[src/rtl/feature_map_streamer.sv]
// Streams a snapshot of the flattened pooled feature map as valid/ready beats,
// each tagged with its (filter,row,col) coordinates.
module feature_map_streamer #(
    parameter  int POOL_SIZE   = 2,
    parameter  int NUM_FILTERS = 3,
    parameter  int DATA_W      = 16,
    localparam int N_ELEMS     = POOL_SIZE * POOL_SIZE * NUM_FILTERS,
    localparam int F_W         = (NUM_FILTERS > 1) ? $clog2(NUM_FILTERS) : 1,
    localparam int RC_W        = (POOL_SIZE > 1) ? $clog2(POOL_SIZE) : 1,
    localparam int IDX_W       = (N_ELEMS > 1) ? $clog2(N_ELEMS) : 1
) (
    input  logic                             clk,
    input  logic                             reset,
    input  logic [N_ELEMS-1:0][DATA_W-1:0]   fm_in,
    input  logic                             fm_done,
    output logic                             m_valid,
    input  logic                             m_ready,
    output logic signed [DATA_W-1:0]         m_data,
    output logic [F_W-1:0]                   m_filter,
    output logic [RC_W-1:0]                  m_row,
    output logic [RC_W-1:0]                  m_col,
    output logic                             m_last,
    output logic                             busy,
    input  logic                             clr_drop,
    output logic                             frame_drop,
    output logic [7:0]                       frames_sent
);

    typedef enum logic {IDLE, STREAM} state_t;

    state_t                           state_q, state_d;
    logic [IDX_W-1:0]                 idx_q, idx_d;
    logic [F_W-1:0]                   f_q, f_d;
    logic [RC_W-1:0]                  r_q, r_d, c_q, c_d;
    logic                             done_q;
    logic                             drop_q, drop_d;
    logic [7:0]                       sent_q, sent_d;
    logic [N_ELEMS-1:0][DATA_W-1:0]   buffer;

    logic rise, xfer, last_xfer, capture;

    assign rise      = fm_done & ~done_q;
    assign xfer      = m_valid & m_ready;
    assign last_xfer = xfer & m_last;
    // A rise on the final handshake starts the next frame with no idle bubble.
    assign capture   = rise & ((state_q == IDLE) | last_xfer);

    always_comb begin
        // NOTE: every signal gets a default first so no path leaves it unassigned (no latches).
        state_d = state_q;
        idx_d   = idx_q;
        f_d     = f_q;
        r_d     = r_q;
        c_d     = c_q;
        drop_d  = drop_q;
        sent_d  = sent_q;

        case (state_q)
            IDLE:   if (rise) state_d = STREAM;
            STREAM: if (last_xfer && !rise) state_d = IDLE;
            default: state_d = IDLE;
        endcase

        if (capture) begin
            idx_d = '0;
            f_d   = '0;
            r_d   = '0;
            c_d   = '0;
        end else if (xfer) begin
            idx_d = idx_q + 1'b1;
            if (c_q == RC_W'(POOL_SIZE - 1)) begin
                c_d = '0;
                if (r_q == RC_W'(POOL_SIZE - 1)) begin
                    r_d = '0;
                    f_d = f_q + 1'b1;
                end else begin
                    r_d = r_q + 1'b1;
                end
            end else begin
                c_d = c_q + 1'b1;
            end
        end

        if (last_xfer) sent_d = sent_q + 8'd1;

        // Set dominates clear when a discarded frame coincides with clr_drop.
        if (state_q == STREAM && rise && !last_xfer) drop_d = 1'b1;
        else if (clr_drop)                           drop_d = 1'b0;
    end

    always_ff @(posedge clk or posedge reset) begin
        if (reset) begin
            state_q <= IDLE;
            idx_q   <= '0;
            f_q     <= '0;
            r_q     <= '0;
            c_q     <= '0;
            done_q  <= 1'b0;
            drop_q  <= 1'b0;
            sent_q  <= '0;
        end else begin
            state_q <= state_d;
            idx_q   <= idx_d;
            f_q     <= f_d;
            r_q     <= r_d;
            c_q     <= c_d;
            done_q  <= fm_done;
            drop_q  <= drop_d;
            sent_q  <= sent_d;
        end
    end

    // NOTE: the snapshot buffer has no reset; it is only read after a capture has filled it.
    always_ff @(posedge clk) begin
        if (capture) buffer <= fm_in;
    end

    assign m_valid     = (state_q == STREAM);
    assign busy        = (state_q == STREAM);
    assign m_data      = buffer[idx_q];
    assign m_filter    = f_q;
    assign m_row       = r_q;
    assign m_col       = c_q;
    assign m_last      = (idx_q == IDX_W'(N_ELEMS - 1));
    assign frame_drop  = drop_q;
    assign frames_sent = sent_q;

endmodule
[config.mk]
export PLATFORM = sky130hd
export DESIGN_NAME = feature_map_streamer
export DESIGN_NICKNAME = d
export VERILOG_FILES = /design/src/rtl/feature_map_streamer.sv
export SDC_FILE = /design/constraint.sdc
export NUM_CORES = 1
export LEC_CHECK = 0
export CORE_MARGIN = 2
export CORE_UTILIZATION = 49
export DETAILED_ROUTE_END_ITERATION = 10
export PLACE_DENSITY = 0.8
export SLEW_MARGIN = 20
export SYNTH_ARGS = -nofsm -noshare
export SYNTH_HDL_FRONTEND = slang
export SYNTH_SLANG_ARGS = --single-unit
[constraint.sdc]
create_clock -name clk -period 6.45 [get_ports clk]
set_input_delay 1.29 -clock clk [delete_from_list [all_inputs] [get_ports clk]]
set_output_delay 1.29 -clock clk [all_outputs]
set_load 0.01 [all_outputs]
# ---- Word level (Yosys, flattened, before mapping)
# Index checks and enable logic that the tools add are counted.
dict set report classes {
  bitwise_logic 7
  muxes 20
  add_sub_neg 5
  n_reduce_logical 11
  eq_ne 1
  order_cmp 1
}
# operator count
set ops {}
lappend ops {{$bmux 16 s4} 1}
lappend ops {{$mux 16} 1}
lappend ops {{$mux 1} 11}
lappend ops {{$add 8x1->8 const B} 1}
lappend ops {{$mux 2} 4}
lappend ops {{$mux 4} 2}
lappend ops {{$reduce_bool 2->1} 4}
lappend ops {{$lt 4x5->1 const B} 1}
lappend ops {{$add 4x1->4 const B} 1}
lappend ops {{$and 1x1->1} 4}
lappend ops {{$eq 4x4->1 const B} 1}
lappend ops {{$logic_and 1x1->1} 3}
lappend ops {{$reduce_and 3->1} 1}
lappend ops {{$add 1x1->1 const B} 2}
lappend ops {{$add 2x1->2 const B} 1}
lappend ops {{$logic_not 1->1} 2}
lappend ops {{$not 1->1} 2}
lappend ops {{$pmux 1 s2} 1}
lappend ops {{$reduce_and 2->1} 1}
lappend ops {{$or 1x1->1} 1}
dict set report word_totals {
  input_bits 197
  out_inout_bits 32
  ff_bits 211
}

# ---- Depth between registers and ports, before layout
dict set report logic_depth {
  depth_word 6
  ltp_mapped 7
  ltp_nobuf 5
}

# ---- Worst setup path after synthesis
# No wires, ideal clock.
dict set report synth_timing {
  path_kind {input to register}
  startpoint {in m_ready}
  endpoint {reg buffer[0] (netlist name) (enable)}
  required_ps 5872
  cell_stages 3
  t_arrival_ps 5982
  slack_ps -110
  cell_sequence {nand2_1 > o21ai_1 > and2_1}
}
dict set report synth_between {
  elab_chain_len 4
}
# element line_no
set synth_lines {}
lappend synth_lines {{start, declared} 17} ;# input logic m_ready,
lappend synth_lines {{$and 1x1->1} 43} ;# assign xfer = m_valid & m_ready;
lappend synth_lines {{$and 1x1->1} 44} ;# assign last_xfer = xfer & m_last;
lappend synth_lines {{$or 1x1->1} 46} ;# assign capture = rise & ((state_q == IDLE) | last_xfer);
lappend synth_lines {{$and 1x1->1} 46}
lappend synth_lines {{net capture} 40} ;# logic rise, xfer, last_xfer, capture;
lappend synth_lines {{end signal, assigned} 115} ;# if (capture) buffer <= fm_in;
lappend synth_lines {{end, declared} 38} ;# logic [N_ELEMS-1:0][DATA_W-1:0] buffer;
# The timed path passes the listed nets, and every way through them passes these cells.
# A chain may end at the register's enable or synchronous reset.

# ---- Final worst setup path
dict set report layout_timing {
  startpoint {reg idx_q[2]}
  endpoint {out m_data[10]}
}
dict set report layout_between {
  elab_chain_len 2
}
# element line_no
set layout_lines {}
lappend layout_lines {{start, declared} 32} ;# logic [IDX_W-1:0] idx_q, idx_d;
lappend layout_lines {{start signal, assigned} 103} ;# idx_q <= idx_d;
lappend layout_lines {{$bmux 16 s4} 120} ;# assign m_data = buffer[idx_q];
lappend layout_lines {{$mux 16 (not written as such)} 120}
lappend layout_lines {{end, declared} 18} ;# output logic signed [DATA_W-1:0] m_data,
# Every way passes these cells. The select of a mux whose other input is x is not followed.

==> flow_summary_export.csv <==
group,metric,value,unit
layout,fin_nets,862,
layout,regArea,6240,um2
placed_design,gp_congestion,0.894,
global_routing,grt_max_degree,101,
timing,fin_tns_setup,0,ns
die,start_util,49.8,%
critical_path,critPathArrivalTime,3.35,ns
timing,worstMarginPinSlew,1.13,ns
timing,finalHoldViolCount,0,
critical_path,cp-start-kind,"flop",
critical_path,worstPathCellList,"nand2b_1, o22ai_1, o31ai_2, clkdlybuf4s50_1",
critical_path,crit_type,"reg2out",
clocking,cts.sinks,211,
layout,multi_input_area,2070,um2
clocking,cts_tree,"done",
global_routing,grt_pass1_wl,28700,um
drt,drt_iter0_markers,251,
clocking,max-clock-path-buffers,3,
placed_design,hpwl,13700,um
outcome,status,"finished, final reports clean",
clocking,holdBufCountCts,0,
critical_path,slowest_delay,0.93,ns
job,maxCapViolations,0,
yosys,yosys_warnings,0,
critical_path,r2r_start,"idx_q[3]",
critical_path,r2r-end,"buffer[35]",
placed_design,io_buffers,228,
yosys,synth-seq-cells,211,
timing,fin_crit_sh,72.0,%
drt,wirelength,19300,um
yosys,synth_cells,431,
power_and_ir_drop,p_per_area,360,nW/um2
worst_hold_path,holdPathStages,1,
yosys,postSynthNetCount,630,
worst_hold_path,worstHoldStart,"frames_sent[6]",
timing,slew_headroom,24.9,%
layout,syn_to_final_growth,36.2,%
timing,setup_viol,0,
drt,postRouteAntennaNets,0,
layout,final_util,67.8,%
drt,drc,0,
timing,fin_skew,0.0129,ns
timing,drv_slew,0,
clocking,post_cts.repair.setup_buffers,0,
drt,via_count,4901,
die,die-area,18500,um2
die,fp.coreArea,17200,um2
critical_path,crit_slowest_cell,"dfrtp_1",
yosys,seq_area_frac_synth,73.0,%
clocking,clk_pin_slew,0.06,ns
critical_path,rr_worst_depth,4,
clocking,numCtsBuffers,23,
global_routing,grt_use_met3,3.84,%
drt,vias_per_cell,5.42,
clocking,cts-root-buf,"clkbuf_16",
layout,drive_gt1_share,15.5,%
critical_path,reg2reg_setup_slack,3.34,ns
global_routing,met2_usage,36.4,%
power_and_ir_drop,vdd_ir_drop_max,0.217,mV
power_and_ir_drop,p_leak,3.95,nW
critical_path,critPathMaxFanout,25,
clocking,clk_latency,0.50,ns
drt,wl_per_cell,21.3,um
clocking,ctsHtreeMaxLevel,1,
yosys,syn_avg_cell_area,19.8,um2
die,die_y,136,um
global_routing,grt_antenna_before_repair,1,
global_routing,grt_overflow_total,0,
worst_hold_path,hold-path-endpoint,"frames_sent[6]",
timing,timing.fmax,215,MHz
timing,min_period,4.64,ns
yosys,ys_types,45,
global_routing,grt.busiest_layer,"met2",
timing,rsz0062_at_grt,"false",
worst_hold_path,hp-class,"reg2reg",
die,dieWidth,136,um
yosys,syn_area,8550,um2
drt,dr.pass1.iters,4,
die,rows,48,
clocking,ctsResizeCount,0,
critical_path,end_kind,"primary output",
layout,nFillCells,1162,
global_routing,use_met1,25.9,%
die,io_pins,229,
critical_path,worstPathRequired,5.16,ns
global_routing,grtUsageTotal,20.8,%
global_routing,grt_pass1_vias,5142,
==> registers in the layout, indices dropped and copies added (netlist names) <==
register and count:
m_row 1, idx_q 4, buffer 192, busy 1, m_col 1, frames_sent 8, m_filter 2, done_q 1
frame_drop 1
==> metrics by stage <==
step           setup WS [ns]  cell area, um2  std cells  power (mW)  hold WS (ns)
6_report                1.81           11600        905        4.19         0.484
5_1_grt                 1.62           11600        905        4.36         0.505
4_1_cts                 1.59           11600        903        4.23         0.487
3_5_place_dp            2.11           11000        863        3.03         0.478
3_3_place_gp            2.25           10900        862        2.98         0.462
2_1_floorplan           2.07            8550        431        2.54         0.508
==> power by group <==
| part | switching [mW] | total [mW] | internal (mW) |
|---|---|---|---|
| combinational | 0.559 | 1.26 | 0.699 |
| clock | 0.494 | 1.20 | 0.707 |
| sequential | 0.141 | 1.73 | 1.59 |
| total | 1.19 | 4.19 | 3.00 |
==> worst max-delay path, delay by kind of cell (launching register included) <==
family | cells | cell delay [ns]
flops | 1 | 0.93
simple gates | 1 | 0.75
compound gates | 2 | 0.65
buf+inv | 1 | 0.54
==> how the worst max path moves through the flow <==
stage,end,start,cells after the start
after floorplan,buffer[0],m_ready,3
after global routing,m_data[10],idx_q[2],4
final,m_data[10],idx_q[2],4
after detailed placement,m_data[2],idx_q[3],4
after global placement,m_data[5],idx_q[3],4
after CTS,m_data[10],idx_q[3],4
==> per-layer routing <==
| layer | wire length (um) | up-vias |
|---|---|---|
| met5 | 0 | - |
| met3 | 1130 | 52 |
| met1 | 7450 | 2435 |
| met4 | 663 | 0 |
| li1 | - | 2208 |
| met2 | 10000 | 206 |
==> synth_stat cells, drive strengths merged <==
master / n / share of area, %
xnor2: 6 / 0.61
nand3: 3 / 0.18
nor3: 1 / 0.058
a32o: 1 / 0.12
xor2: 3 / 0.31
clkbuf: 5 / 0.22
mux4: 32 / 8.8
o211ai: 1 / 0.088
nand2b: 3 / 0.22
nand4: 5 / 0.37
a31oi: 1 / 0.073
a211oi: 1 / 0.088
o22ai: 17 / 2.0
ha: 2 / 0.29
and3: 1 / 0.073
nor2b: 3 / 0.22
edfxtp: 192 / 67
nor2: 20 / 0.88
buf: 20 / 2.5
mux2i: 2 / 0.23
nor3b: 2 / 0.18
o2111ai: 1 / 0.10
mux2: 33 / 4.9
nand2: 23 / 1.0
a22o: 1 / 0.10
a21oi: 5 / 0.29
dfrtp: 19 / 5.6
inv: 3 / 0.13
o21ai: 2 / 0.12
and2: 4 / 0.32
o31ai: 16 / 2.3
and3b: 1 / 0.10
a21boi: 1 / 0.088
and4: 1 / 0.10
==> kinds of logic (layout without fill, tap and decap cells) <==
| logic type | Yosys count | in the layout | synth area share [%] |
|---|---|---|---|
| multiplexers | 67 | 67 | 13.9 |
| adder cells (fa/ha/maj) | 2 | 2 | 0.293 |
| other | 0 | 2 | 0 |
| flip-flops | 211 | 211 | 73.0 |
| buffers and inverters | 28 | 275 | 2.84 |
| AND/OR/NAND/NOR | 67 | 67 | 3.70 |
| XOR/XNOR | 9 | 9 | 0.922 |
| AO/OA/AOI/OAI | 47 | 47 | 5.38 |
==> placed cells by master, fill, tap and decap left out, drive strengths merged, types with 2 or more instances in the layout <==
cell type | Yosys | final
clkdlybuf4s50 | 0 | 228
edfxtp | 192 | 192
mux2 | 33 | 33
mux4 | 32 | 32
clkbuf | 5 | 31
nand2 | 23 | 23
nor2 | 20 | 20
dfrtp | 19 | 19
o22ai | 17 | 17
o31ai | 16 | 16
clkinv | 0 | 8
xnor2 | 6 | 6
nand4 | 5 | 5
a21oi | 5 | 5
and2 | 4 | 4
buf | 20 | 4
nand3 | 3 | 3
xor2 | 3 | 3
nand2b | 3 | 3
inv | 3 | 3
nor2b | 3 | 3
diode | 0 | 2
nor3b | 2 | 2
mux2i | 2 | 2
ha | 2 | 2
o21ai | 2 | 2
==> area by class of cell <==
class,instances,share of cell area [%]
Sequential cell,211,53.6
Clock buffer,31,5.28
Multi-Input combinational cell,192,17.8
Timing Repair Buffer,232,20.1
Antenna cell,2,0.0430
Clock inverter,9,0.634
Tap cell,225,2.42
Inverter,3,0.0967
(Power assumes the default switching activity.)
==> edit 1 (same settings) <==
One comparison of `idx_q` changes from == to >=.
--- a/src/rtl/feature_map_streamer.sv
+++ b/src/rtl/feature_map_streamer.sv
@@ -121,7 +121,7 @@
     assign m_filter    = f_q;
     assign m_row       = r_q;
     assign m_col       = c_q;
-    assign m_last      = (idx_q == IDX_W'(N_ELEMS - 1));
+    assign m_last      = (idx_q >= IDX_W'(N_ELEMS - 1));
     assign frame_drop  = drop_q;
     assign frames_sent = sent_q;
 
Check against the original RTL: same outputs for any inputs over 10 cycles, from zero or initial values and one cycle with reset high; that may be too few to reach the edited logic, so the function may still have changed.
==> edit 1 against the original RTL <==
Critical path depth unchanged. Global-route usage increased by 0.25 points. Power increased by 3.6%. Clock power shrank 3%. Non-clock buffer count unchanged. Via count decreased by 2.2%. Area after synthesis down 2.1%. Sequential share of layout area rose by 1.1 points. Cell area shrank 2.0%. Clock skew is 0.0011 ns lower. Worst setup slack improved by 0.0013 ns. Critical endpoint is now m_data[12]. Wire length fell by 0.92%. Sequential cell count did not move. Core utilization grew 0.75 points.
==> edit 1: results <==
set metrics [dict create \
    status "complete, no violations" \
    async_flop_share_pct 9.00 \
    crit_fanout 37 \
    synth.distinct_cells 39 \
    finalClockSkew_ns 0.0117 \
    slowest_stage "dfrtp_2" \
    drt_iter0_drc 359 \
    synth_commonest_cells "edfxtp_1, mux4_2, nor2_1, dfrtp_1, inv_1" \
    crit_start "idx_q[1]$_DFFE_PP0P_" \
    slowest_delay_ns 0.91 \
    grt_pass1_vias 5103 \
    grt_max_degree 79 \
    rr_endpoint "buffer[86]$_DFFE_PP_" \
    grt_usage_pct 21.0 \
    drt-met1-wl_mm 7.52 \
    met2_length_mm 9.68 \
    dpl-instance-area_um2 10700 \
    numCtsBuffers 22 \
    synth_xor_area_share_pct 0.941 \
    reg2reg_depth 6 \
    setup_slack_ns 1.81 \
    rr_startpoint "idx_q[0]$_DFFE_PP0P_" \
    synth.area.mux_share_pct 13.6 \
    grt_pass1_wl_mm 28.6 \
    routed-wl-met3_mm 1.28 \
    post_drt_wl_per_cell_um 21.3 \
    endpoint "m_data[12]" \
    slew_headroom_pct 33.5 \
    drive_gt1_share_pct 14.2 \
    grt_antenna_before_repair 0 \
    seq-power_w 0.00191 \
    synth_compound_area_share_pct 4.45 \
    leakage_nw 3.88 \
    netlist_top_cells_area "edfxtp_1, mux4_2, dfrtp_1" \
    post-dp-hpwl_mm 13.6 \
    synth_fa_ha_area_share_pct 0.299 \
    vdd_drop_max_v 0.000258 \
    synth-edff-count 192 \
    p_int_w 0.00308 \
    synth_seq_area_share_pct 74.5 \
    r2r_slack_ns 2.94 \
    syn_nets 627 \
    pg_clk_w 0.00116 \
    place_ws_ns 2.32 \
]
==> edit 1: how the worst min path moves through the flow <==
stage                                from                          to  slack (ns)  depth (start not counted)
6_report       frames_sent[7]$_DFFE_PP0P_  frames_sent[7]$_DFFE_PP0P_        0.48                          1
5_1_grt        frames_sent[7]$_DFFE_PP0P_  frames_sent[7]$_DFFE_PP0P_        0.50                          1
4_1_cts        frames_sent[7]$_DFFE_PP0P_  frames_sent[7]$_DFFE_PP0P_        0.50                          1
3_5_place_dp   frames_sent[7]$_DFFE_PP0P_  frames_sent[7]$_DFFE_PP0P_        0.48                          1
3_3_place_gp   frames_sent[7]$_DFFE_PP0P_  frames_sent[7]$_DFFE_PP0P_        0.46                          1
2_1_floorplan  frames_sent[7]$_DFFE_PP0P_  frames_sent[7]$_DFFE_PP0P_        0.51                          1
==> edit 1: cell type report <==
cell class / count / area [um2]
Tap cell: 220 / 275
Multi-Input combinational cell: 174 / 1850
Inverter: 18 / 67.6
Sequential cell: 211 / 6250
Fill cell: 1063 / 5230
Clock buffer: 26 / 566
Timing Repair Buffer: 232 / 2310
Clock inverter: 13 / 95.1
Antenna cell: 1 / 2.50
==> edit 1: layer usage <==
metal	track usage [%]	up-vias
met3	4.32	46
li1	-	2180
met5	0	-
met1	27.5	2355
met4	6.96	0
met2	35.6	211
==> edit 1: metrics by stage <==
step / instances / power, W
final: 895 / 0.00434
after floorplan: 428 / 0.00273
after detailed placement: 855 / 0.00321
after global placement: 855 / 0.00318
after global routing: 894 / 0.00452
after CTS: 894 / 0.00438
==> edit 1: kinds of logic (layout without fill, tap and decap cells) <==
kind of cell	after synthesis	after routing
compound gates	50	50
other cells	0	1
flops	211	211
xor+xnor	9	9
buf+inv	43	289
fa+ha+maj	2	2
simple gates	47	47
mux	66	66
==> edit 2 (config.mk and constraints unchanged) <==
Without the edit above. Set the parameter `POOL_SIZE` to 1 (it was 2).
--- a/src/rtl/feature_map_streamer.sv
+++ b/src/rtl/feature_map_streamer.sv
@@ -1,7 +1,7 @@
 // Streams a snapshot of the flattened pooled feature map as valid/ready beats,
 // each tagged with its (filter,row,col) coordinates.
 module feature_map_streamer #(
-    parameter  int POOL_SIZE   = 2,
+    parameter  int POOL_SIZE   = 1,
     parameter  int NUM_FILTERS = 3,
     parameter  int DATA_W      = 16,
     localparam int N_ELEMS     = POOL_SIZE * POOL_SIZE * NUM_FILTERS,
Ports: changed (resized fm_in); port bits go from 229 to 85. No check against the original RTL was run, so the function may have changed too.
==> edit 2 against the original RTL <==
Die area decreased by 69%. Sequential share of layout area decreased by 2.4 points. Fmax is 17% higher. Power down 69%. Sequential power shrank 66%. First-iteration DRC count down 74%. Cell area down 70%. Wire length decreased by 75%. Sequential cell count decreased by 148. Worst setup slack improved by 0.67 ns. Combinational power is 66% lower. Clock skew fell by 0.0087 ns. Critical path depth unchanged. Area after synthesis shrank 71%.
==> edit 2: results <==
set metrics [dict create \
    status "complete, no violations" \
    netlist_top_cells_area "edfxtp_1, dfrtp_1, mux2i_1" \
    ctsRootBufferMaster "clkbuf_8" \
    grt_antenna_before_repair 0 \
    worstMarginPinSlew_ns 1.03 \
    grt_pass1_wl_mm 7.64 \
    synth.distinct_cells 34 \
    arrival_ns 2.68 \
    post-cts-setup-buffer-count 0 \
    grt_pass1_vias 1660 \
    drive_gt1_share_pct 8.88 \
    min_from "frames_sent[7]$_DFFE_PP0P_" \
    drt_iter0_drc 65 \
    n_antenna_cell 0 \
    nNetsFinal 309 \
    clockBufferDepth 2 \
    routed_wl_mm 4.90 \
    leakage_nw 1.31 \
    gp_congestion 0.760 \
    ctsHtreeMaxLevel 3 \
    crit_fanout 20 \
    vias 1600 \
    p_int_w 0.000890 \
    slowest_delay_ns 0.76 \
    synth_seq_area_share_pct 72.1 \
    finalClockSkew_ns 0.00418 \
    fillCellCount 359 \
    io_buffers 82 \
    async_flop_share_pct 23.8 \
    crit_start "idx_q[0]$_DFFE_PP0P_" \
    vdd_drop_max_v 0.000175 \
]
edit 2: power by group through the flow:
stage               sequential [W]  combinational (W)  clock (W)
detailed placement        0.000599           0.000436          0
global placement          0.000596           0.000425          0
finish                    0.000590           0.000433   0.000281
global route              0.000600           0.000472   0.000305
CTS                       0.000591           0.000439   0.000289
floorplan                 0.000557           0.000249          0
edit 2: through the flow:
stage          area, um2  setup WS, ns  std cells
2_1_floorplan       2520          2.12        170
3_3_place_gp        3380          2.53        313
3_5_place_dp        3380          2.43        313
4_1_cts             3550          2.03        329
5_1_grt             3550          2.34        329
6_report            3550          2.48        329
edit 2: worst max-delay path: cells and delay by family (launching register included):
family / cells / cell delay [ns]
simple gates: 2 / 0.88
compound gates: 1 / 0.13
buf+inv: 1 / 0.57
flops: 1 / 0.76
edit 2: area by class of cell:
cell class | count | share of cell area (%)
clock buffer | 9 | 3.49
clock inverter | 7 | 1.13
inverter | 4 | 0.423
multi-input combinational | 93 | 17.9
sequential | 63 | 51.2
tap | 70 | 2.47
timing repair buffer | 83 | 23.3
edit 2: per-layer routing:
| layer | global-route usage (%) | wire length (um) | vias to the layer above |
|---|---|---|---|
| met5 | 0 | 0 | - |
| met2 | 31.0 | 2400 | 55 |
| met4 | 10.5 | 108 | 0 |
| met3 | 7.41 | 348 | 10 |
| li1 | - | - | 786 |
| met1 | 22.0 | 2040 | 749 |
edit 2: final timing paths:
check,to,slack [ns]
worst max-delay path,m_data[14],2.48
worst min-delay path,frames_sent[7]$_DFFE_PP0P_,0.48
worst max register to register,buffer[39]$_DFFE_PP_,3.96
worst min register to register,frames_sent[7]$_DFFE_PP0P_,0.48
max in group asynchronous,idx_q[0]$_DFFE_PP0P_,4.76
min in group asynchronous,frame_drop$_DFFE_PP0P_,1.31
edit 2: logic make-up after synthesis:
kind of cell	synth area share [%]
adder cells (fa/ha/maj)	0.993
flip-flops	72.1
XOR/XNOR	2.43
multiplexers	6.80
AND/OR/NAND/NOR	7.70
AO/OA/AOI/OAI	6.50
buffers and inverters	3.33
other	0.149
